==> src/rtl/sdram_wb_bridge.sv <==
`default_nettype none
// ============================================================================
// Module      : sdram_wb_bridge
// Description : Wishbone classic 16-bit slave driving the SDRAM controller's
//               request / accept / read-ready handshake, with timeout and
//               abort handling. Optional one-entry read cache is enabled by
//               defining SDRAM_BRIDGE_RCACHE_EN.
// Revision    : 1.0 - initial release
// ============================================================================
module sdram_wb_bridge #(
    parameter int unsigned       ADDR_W  = 24,
    parameter logic [ADDR_W-1:0] BASE    = 24'h100000,
    parameter logic [ADDR_W-1:0] END     = 24'hffdfff,
    parameter int unsigned       TIMEOUT = 255
) (
    input  logic              i_clk,
    input  logic              i_rst_n,
    input  logic              wb_cyc,
    input  logic              wb_stb,
    input  logic              wb_we,
    input  logic [ADDR_W-1:0] wb_adr,
    input  logic [1:0]        wb_sel,
    input  logic [15:0]       wb_i_dat,
    output logic [15:0]       wb_o_dat,
    output logic              wb_ack,
    output logic              wb_err,
    output logic [ADDR_W-1:0] c_addr,
    output logic [1:0]        c_addr_sel,
    output logic [15:0]       c_data_in,
    output logic              c_read_req,
    output logic              c_write_req,
    input  logic              c_cack,
    input  logic              c_read_ready,
    input  logic [31:0]       c_data_out
);

    localparam logic [7:0] c_TMO_LAST = 8'(TIMEOUT - 1);

    typedef enum logic [2:0] {
        S_IDLE  = 3'd0,
        S_REQ   = 3'd1,
        S_RWAIT = 3'd2,
        S_ACK   = 3'd3,
        S_ERR   = 3'd4,
        S_DRAIN = 3'd5
    } state_t;

    state_t            r_state;
    logic [7:0]        r_cnt;
    logic              r_we;
    logic              r_ack;
    logic              r_err;
    logic              r_rreq;
    logic              r_wreq;
    logic [15:0]       r_rdata;
    logic [ADDR_W-1:0] r_addr;
    logic [1:0]        r_sel;
    logic [15:0]       r_wdata;

    logic              w_req;
    logic              w_in_range;
    logic              w_tmo;
    logic              w_unused_hi;

    assign w_req       = wb_cyc & wb_stb;
    assign w_in_range  = (wb_adr >= BASE) && (wb_adr <= END);
    assign w_tmo       = (r_cnt == c_TMO_LAST);
    assign w_unused_hi = ^c_data_out[31:16];

`ifdef SDRAM_BRIDGE_RCACHE_EN
    logic              r_cv;
    logic [ADDR_W-1:0] r_ca;
    logic [15:0]       r_cd;
    logic              w_hit;

    assign w_hit = r_cv && !wb_we && (r_ca == wb_adr);
`endif

    always_ff @(posedge i_clk or negedge i_rst_n) begin
        if (!i_rst_n) begin
            r_state <= S_IDLE;
            r_cnt   <= 8'd0;
            r_we    <= 1'b0;
            r_ack   <= 1'b0;
            r_err   <= 1'b0;
            r_rreq  <= 1'b0;
            r_wreq  <= 1'b0;
            r_rdata <= 16'd0;
            r_addr  <= '0;
            r_sel   <= 2'd0;
            r_wdata <= 16'd0;
`ifdef SDRAM_BRIDGE_RCACHE_EN
            r_cv    <= 1'b0;
            r_ca    <= '0;
            r_cd    <= 16'd0;
`endif
        end else begin
            r_ack <= 1'b0;
            r_err <= 1'b0;
            case (r_state)
                S_IDLE: begin
                    if (w_req) begin
                        if (!w_in_range) begin
                            r_err   <= 1'b1;
                            r_state <= S_ERR;
`ifdef SDRAM_BRIDGE_RCACHE_EN
                        end else if (w_hit) begin
                            r_rdata <= r_cd;
                            r_ack   <= 1'b1;
                            r_state <= S_ACK;
`endif
                        end else begin
                            r_addr  <= wb_adr;
                            r_sel   <= wb_sel;
                            r_wdata <= wb_i_dat;
                            r_we    <= wb_we;
                            r_cnt   <= 8'd0;
                            r_wreq  <= wb_we;
                            r_rreq  <= !wb_we;
                            r_state <= S_REQ;
                        end
                    end
                end
                S_REQ: begin
                    r_cnt <= r_cnt + 8'd1;
                    if (c_cack || !wb_cyc || w_tmo) begin
                        r_wreq <= 1'b0;
                        r_rreq <= 1'b0;
                    end
`ifdef SDRAM_BRIDGE_RCACHE_EN
                    if (c_cack && r_we)
                        r_cv <= 1'b0;
`endif
                    if (!wb_cyc) begin
                        // Accepted reads must still be drained so the controller's data is not mistaken for the next one
                        if (c_cack && !r_we && !c_read_ready) begin
                            r_cnt   <= 8'd0;
                            r_state <= S_DRAIN;
                        end else begin
                            r_state <= S_IDLE;
                        end
                    end else if (c_cack) begin
                        if (r_we) begin
                            r_ack   <= 1'b1;
                            r_state <= S_ACK;
                        end else if (c_read_ready) begin
                            r_rdata <= c_data_out[15:0];
                            r_ack   <= 1'b1;
                            r_state <= S_ACK;
`ifdef SDRAM_BRIDGE_RCACHE_EN
                            r_cv    <= 1'b1;
                            r_ca    <= r_addr;
                            r_cd    <= c_data_out[15:0];
`endif
                        end else begin
                            r_cnt   <= 8'd0;
                            r_state <= S_RWAIT;
                        end
                    end else if (w_tmo) begin
                        r_err   <= 1'b1;
                        r_state <= S_ERR;
                    end
                end
                S_RWAIT: begin
                    r_cnt <= r_cnt + 8'd1;
                    if (c_read_ready && wb_cyc) begin
                        r_rdata <= c_data_out[15:0];
                        r_ack   <= 1'b1;
                        r_state <= S_ACK;
`ifdef SDRAM_BRIDGE_RCACHE_EN
                        r_cv    <= 1'b1;
                        r_ca    <= r_addr;
                        r_cd    <= c_data_out[15:0];
`endif
                    end else if (c_read_ready) begin
                        r_state <= S_IDLE;
                    end else if (!wb_cyc) begin
                        r_cnt   <= 8'd0;
                        r_state <= S_DRAIN;
                    end else if (w_tmo) begin
                        r_err   <= 1'b1;
                        r_state <= S_ERR;
                    end
                end
                S_DRAIN: begin
                    r_cnt <= r_cnt + 8'd1;
                    if (c_read_ready || w_tmo)
                        r_state <= S_IDLE;
                end
                S_ACK:   r_state <= S_IDLE;
                S_ERR:   r_state <= S_IDLE;
                default: r_state <= S_IDLE;
            endcase
        end
    end

    assign wb_o_dat    = r_rdata;
    assign wb_ack      = r_ack;
    assign wb_err      = r_err;
    assign c_addr      = r_addr;
    assign c_addr_sel  = r_sel;
    assign c_data_in   = r_wdata;
    assign c_read_req  = r_rreq;
    assign c_write_req = r_wreq;

endmodule
`default_nettype wire

==> config.mk <==
export PLATFORM = sky130hd
export DESIGN_NAME = sdram_wb_bridge
export DESIGN_NICKNAME = d
export VERILOG_FILES = /design/src/rtl/sdram_wb_bridge.sv
export SDC_FILE = /design/constraint.sdc
export NUM_CORES = 1
export LEC_CHECK = 0
export BUFFER_PORTS_ARGS = -buffer_cell sky130_fd_sc_hd__buf_2
export CORE_ASPECT_RATIO = 1.1
export CORE_MARGIN = 1
export CORE_UTILIZATION = 30
export DETAILED_ROUTE_END_ITERATION = 8
export GPL_ROUTABILITY_DRIVEN = 0
export GPL_TIMING_DRIVEN = 0
export HOLD_SLACK_MARGIN = 0.12
export PLACE_DENSITY = 0.55
export SLEW_MARGIN = 20
export SYNTH_ARGS = -nofsm -noshare
export SYNTH_HDL_FRONTEND = slang
export SYNTH_SLANG_ARGS = --single-unit
==> constraint.sdc <==
create_clock -name i_clk -period 1.8 [get_ports i_clk]
set_clock_uncertainty 0.1 [all_clocks]
set_input_delay 0.36 -clock i_clk [delete_from_list [all_inputs] [get_ports i_clk]]
set_output_delay 0.36 -clock i_clk [all_outputs]
set_load 0.03 [all_outputs]
==> flow_metrics.tcl <==
set metrics [dict create \
    r2r_setup_slack_ns -0.05 \
    crit_required_ns 1.91 \
    path_cells "or3b_4 > o21ai_4 > nand3_4 > buf_12 > mux2_2" \
    final_util 0.4606 \
    p_comb_frac 0.460 \
    drive_above_1_share 0.6375 \
    cts_tree "done" \
    wl_met1_um 3369 \
    cp_slowest_cell "or3b_4" \
    drt_first_pass_iters 4 \
    cp.depth 5 \
    max_cap_viol_count 0 \
    power_density_nw_per_um2 1881 \
    cp_num_buf_inv 1 \
    synth_seq_area_share 0.5692 \
    outcome "complete, but fails checks" \
    power.share.clock 0.226 \
    io_pins 143 \
    tightest_slew_ns 0.6595 \
    clock_latency_ns 0.33 \
    core_area_um2 10490 \
    grt_pass1_wl_um 12310 \
    dieWidth_um 101.3 \
    violations "setup timing" \
    syn_nets 317 \
    fmax_ghz 0.5412 \
    p_sw_frac 0.3922 \
    rsz0062_at_grt "true" \
    max_slew_margin 0.5604 \
    hold_path_class "input port to register" \
    initialDrtViolationCount 146 \
    ys_types 42 \
    finalCritPeriodShare 1.027 \
    register_area_um2 1858 \
    syn_area_um2 3253 \
    diodes 0 \
    clock_sinks 74 \
    area_growth_pct 48.54 \
    holdPathStages 2 \
    cpPeakStageDelay_ns 0.46 \
    pre_cts_slack_ns -0.2951 \
    track_usage 0.1413 \
    start_kind "register" \
    avgSynthCellArea_um2 13.90 \
    wl_met2_um 3750 \
    die_area_um2 11260 \
    sequentialPowerShare 0.314 \
    vdd_drop_max_mv 0.8069 \
    hold_viol 0 \
    tns_ns -0.6551 \
    antenna_found_initial 0 \
    cts_buffers 9 \
    critPathMaxFanout 6 \
    vias 2507 \
    wl_per_cell_um 14.35 \
    ys_warn_count 0 \
    routed_wirelength_um 7793 \
    highest_layer "met4" \
    fin_nets 478 \
    setup_ws_ns -0.04783 \
    fillers 957 \
    power_switching_uw 3564 \
    dr_wl_met3_um 521 \
    grt_max_degree 52 \
    crit_family "simple AND/OR/NAND/NOR gates" \
    cp-end-kind "register" \
    ant_nets 0 \
    htreeDepth 3 \
    dieHeight_um 111.2 \
    drv_slew 0 \
    min_period_ns 1.848 \
    drc 0 \
    cts.clk_slew.worst_paths_ns 0.06 \
    portBuffers 125 \
    p_int_uw 5525 \
    start_util 0.3101 \
    postSynthCellCount 234 \
    grt_pass1_vias 2515 \
    via_per_inst 4.617 \
    setup_viol 16 \
    overflow 0 \
    worstSetupPathType "register to register" \
    clockRootBuffer "clkbuf_16" \
    r2r_cells 5 \
    p_leak_uw 0.002345 \
    multi_input_area_um2 1421 \
    rows 39 \
    cp.arrival_ns 1.96 \
    hpwl_um 5092 \
    ctsLongestPathBuffers 2 \
    ys_seq_elements 74 \
]
-- layer usage --
| layer | vias up | GRT usage |
|---|---|---|
| met5 | - | 0 |
| met4 | 0 | 0.05604 |
| met3 | 18 | 0.04540 |
| met2 | 108 | 0.2222 |
| met1 | 1211 | 0.1781 |
| li1 | 1170 | - |
-- registers in the layout, indices dropped and copies added (netlist names) --
signal       flops
wb_o_dat        16
c_read_req       1
r_we             1
c_write_req      1
r_state          3
wb_ack           1
r_cnt            8
c_data_in       16
c_addr_sel       2
wb_err           1
c_addr          24
-- layout by cell type (no fill, tap or decap), types with 5 or more instances in the layout --
cell type	netlist	final
buf_2	4	125
dfrtp_1	74	69
mux2_4	25	29
mux2_2	33	29
buf_4	1	23
clkbuf_16	0	9
nand2_1	9	8
o21ai_0	8	8
inv_1	8	6
a21oi_1	6	6
nor2_1	6	5
a31oi_1	5	5
dfrtp_2	0	5
-- cell type report --
cell class | count | share of cell area
Sequential cell | 74 | 0.3845
Multi-Input combinational cell | 141 | 0.2941
Timing Repair Buffer | 152 | 0.1849
Clock buffer | 10 | 0.04738
Tap cell | 143 | 0.03703
Clock inverter | 6 | 0.02330
Buffer | 9 | 0.02253
Inverter | 8 | 0.006214
-- power by group through the flow --
stage / Sequential [uW] / Clock [uW] / Combinational (uW)
after floorplan: 4210 / 0 / 1360
after global placement: 2820 / 0 / 3790
after detailed placement: 2840 / 0 / 3820
after CTS: 2840 / 2110 / 4040
after global routing: 2950 / 2190 / 4440
final: 2850 / 2060 / 4180
-- cells by family (layout without fill, tap and decap cells) --
family,count (synthesis),count (layout),share of synthesized area
XOR/XNOR,2,2,0.005386
buffers and inverters,19,185,0.03385
multiplexers,59,59,0.2327
adder cells (fa/ha/maj),2,2,0.007691
AND/OR/NAND/NOR,42,42,0.07693
flip-flops,74,74,0.5692
AO/OA/AOI/OAI,36,36,0.07423
-- what timing repair did --
action                                  in CTS  in global routing
resized for setup                           21                 21
endpoints found under the setup margin      68                 70
pin swaps                                    6                 10
buffers inserted                            15                  9
hold buffers                                 1                  0
endpoints found under the hold margin       23                  0
gates cloned                                 1                  0
-- per-stage QoR --
stage	total power [uW]	instances	hold WS, ns	cell area, um^2
floorplan	5570	234	-0.03559	3277
global placement	6611	502	0.3838	4081
detailed placement	6663	503	0.1970	4111
CTS	8988	535	0.1458	4692
global route	9582	543	0.1459	4832
finish	9089	543	0.1549	4832
-- worst paths after layout --
path	to	start
max in group asynchronous	r_cnt[0]	i_rst_n
hold reg to reg	wb_o_dat[1]	wb_o_dat[1]
setup reg to reg	wb_o_dat[15]	r_state[2]
hold / removal	wb_o_dat[7]	c_data_out[7]
min in group asynchronous	c_addr[1]	i_rst_n
setup / recovery	wb_o_dat[15]	r_state[2]
-- cell usage after synthesis (all sizes together) --
cell / number / area share
and3: 3 / 0.0058
a21oi: 6 / 0.0092
a31oi: 5 / 0.0096
a2bb2oi: 1 / 0.0027
or2: 1 / 0.0019
o22ai: 2 / 0.0038
o211ai: 1 / 0.0023
nor3: 1 / 0.0031
nand4: 4 / 0.0077
nor3b: 3 / 0.0069
or4: 1 / 0.0023
mux2: 58 / 0.23
ha: 2 / 0.0077
a22o: 2 / 0.0054
o311ai: 2 / 0.0054
nor2: 6 / 0.0069
and4: 1 / 0.0027
nand2: 9 / 0.010
o21bai: 2 / 0.0046
o21ai: 9 / 0.015
buf: 9 / 0.022
nor4bb: 1 / 0.0031
mux2i: 1 / 0.0031
and2: 1 / 0.0019
nand3b: 1 / 0.0023
a211oi: 3 / 0.0069
clkbuf: 2 / 0.0023
xnor2: 2 / 0.0054
nor4b: 1 / 0.0027
dfrtp: 74 / 0.57
or3b: 2 / 0.0062
nand3: 5 / 0.0092
nand2b: 2 / 0.0038
inv: 8 / 0.0092
a41oi: 2 / 0.0054
o31ai: 1 / 0.0038
(Power assumes the default switching activity.)
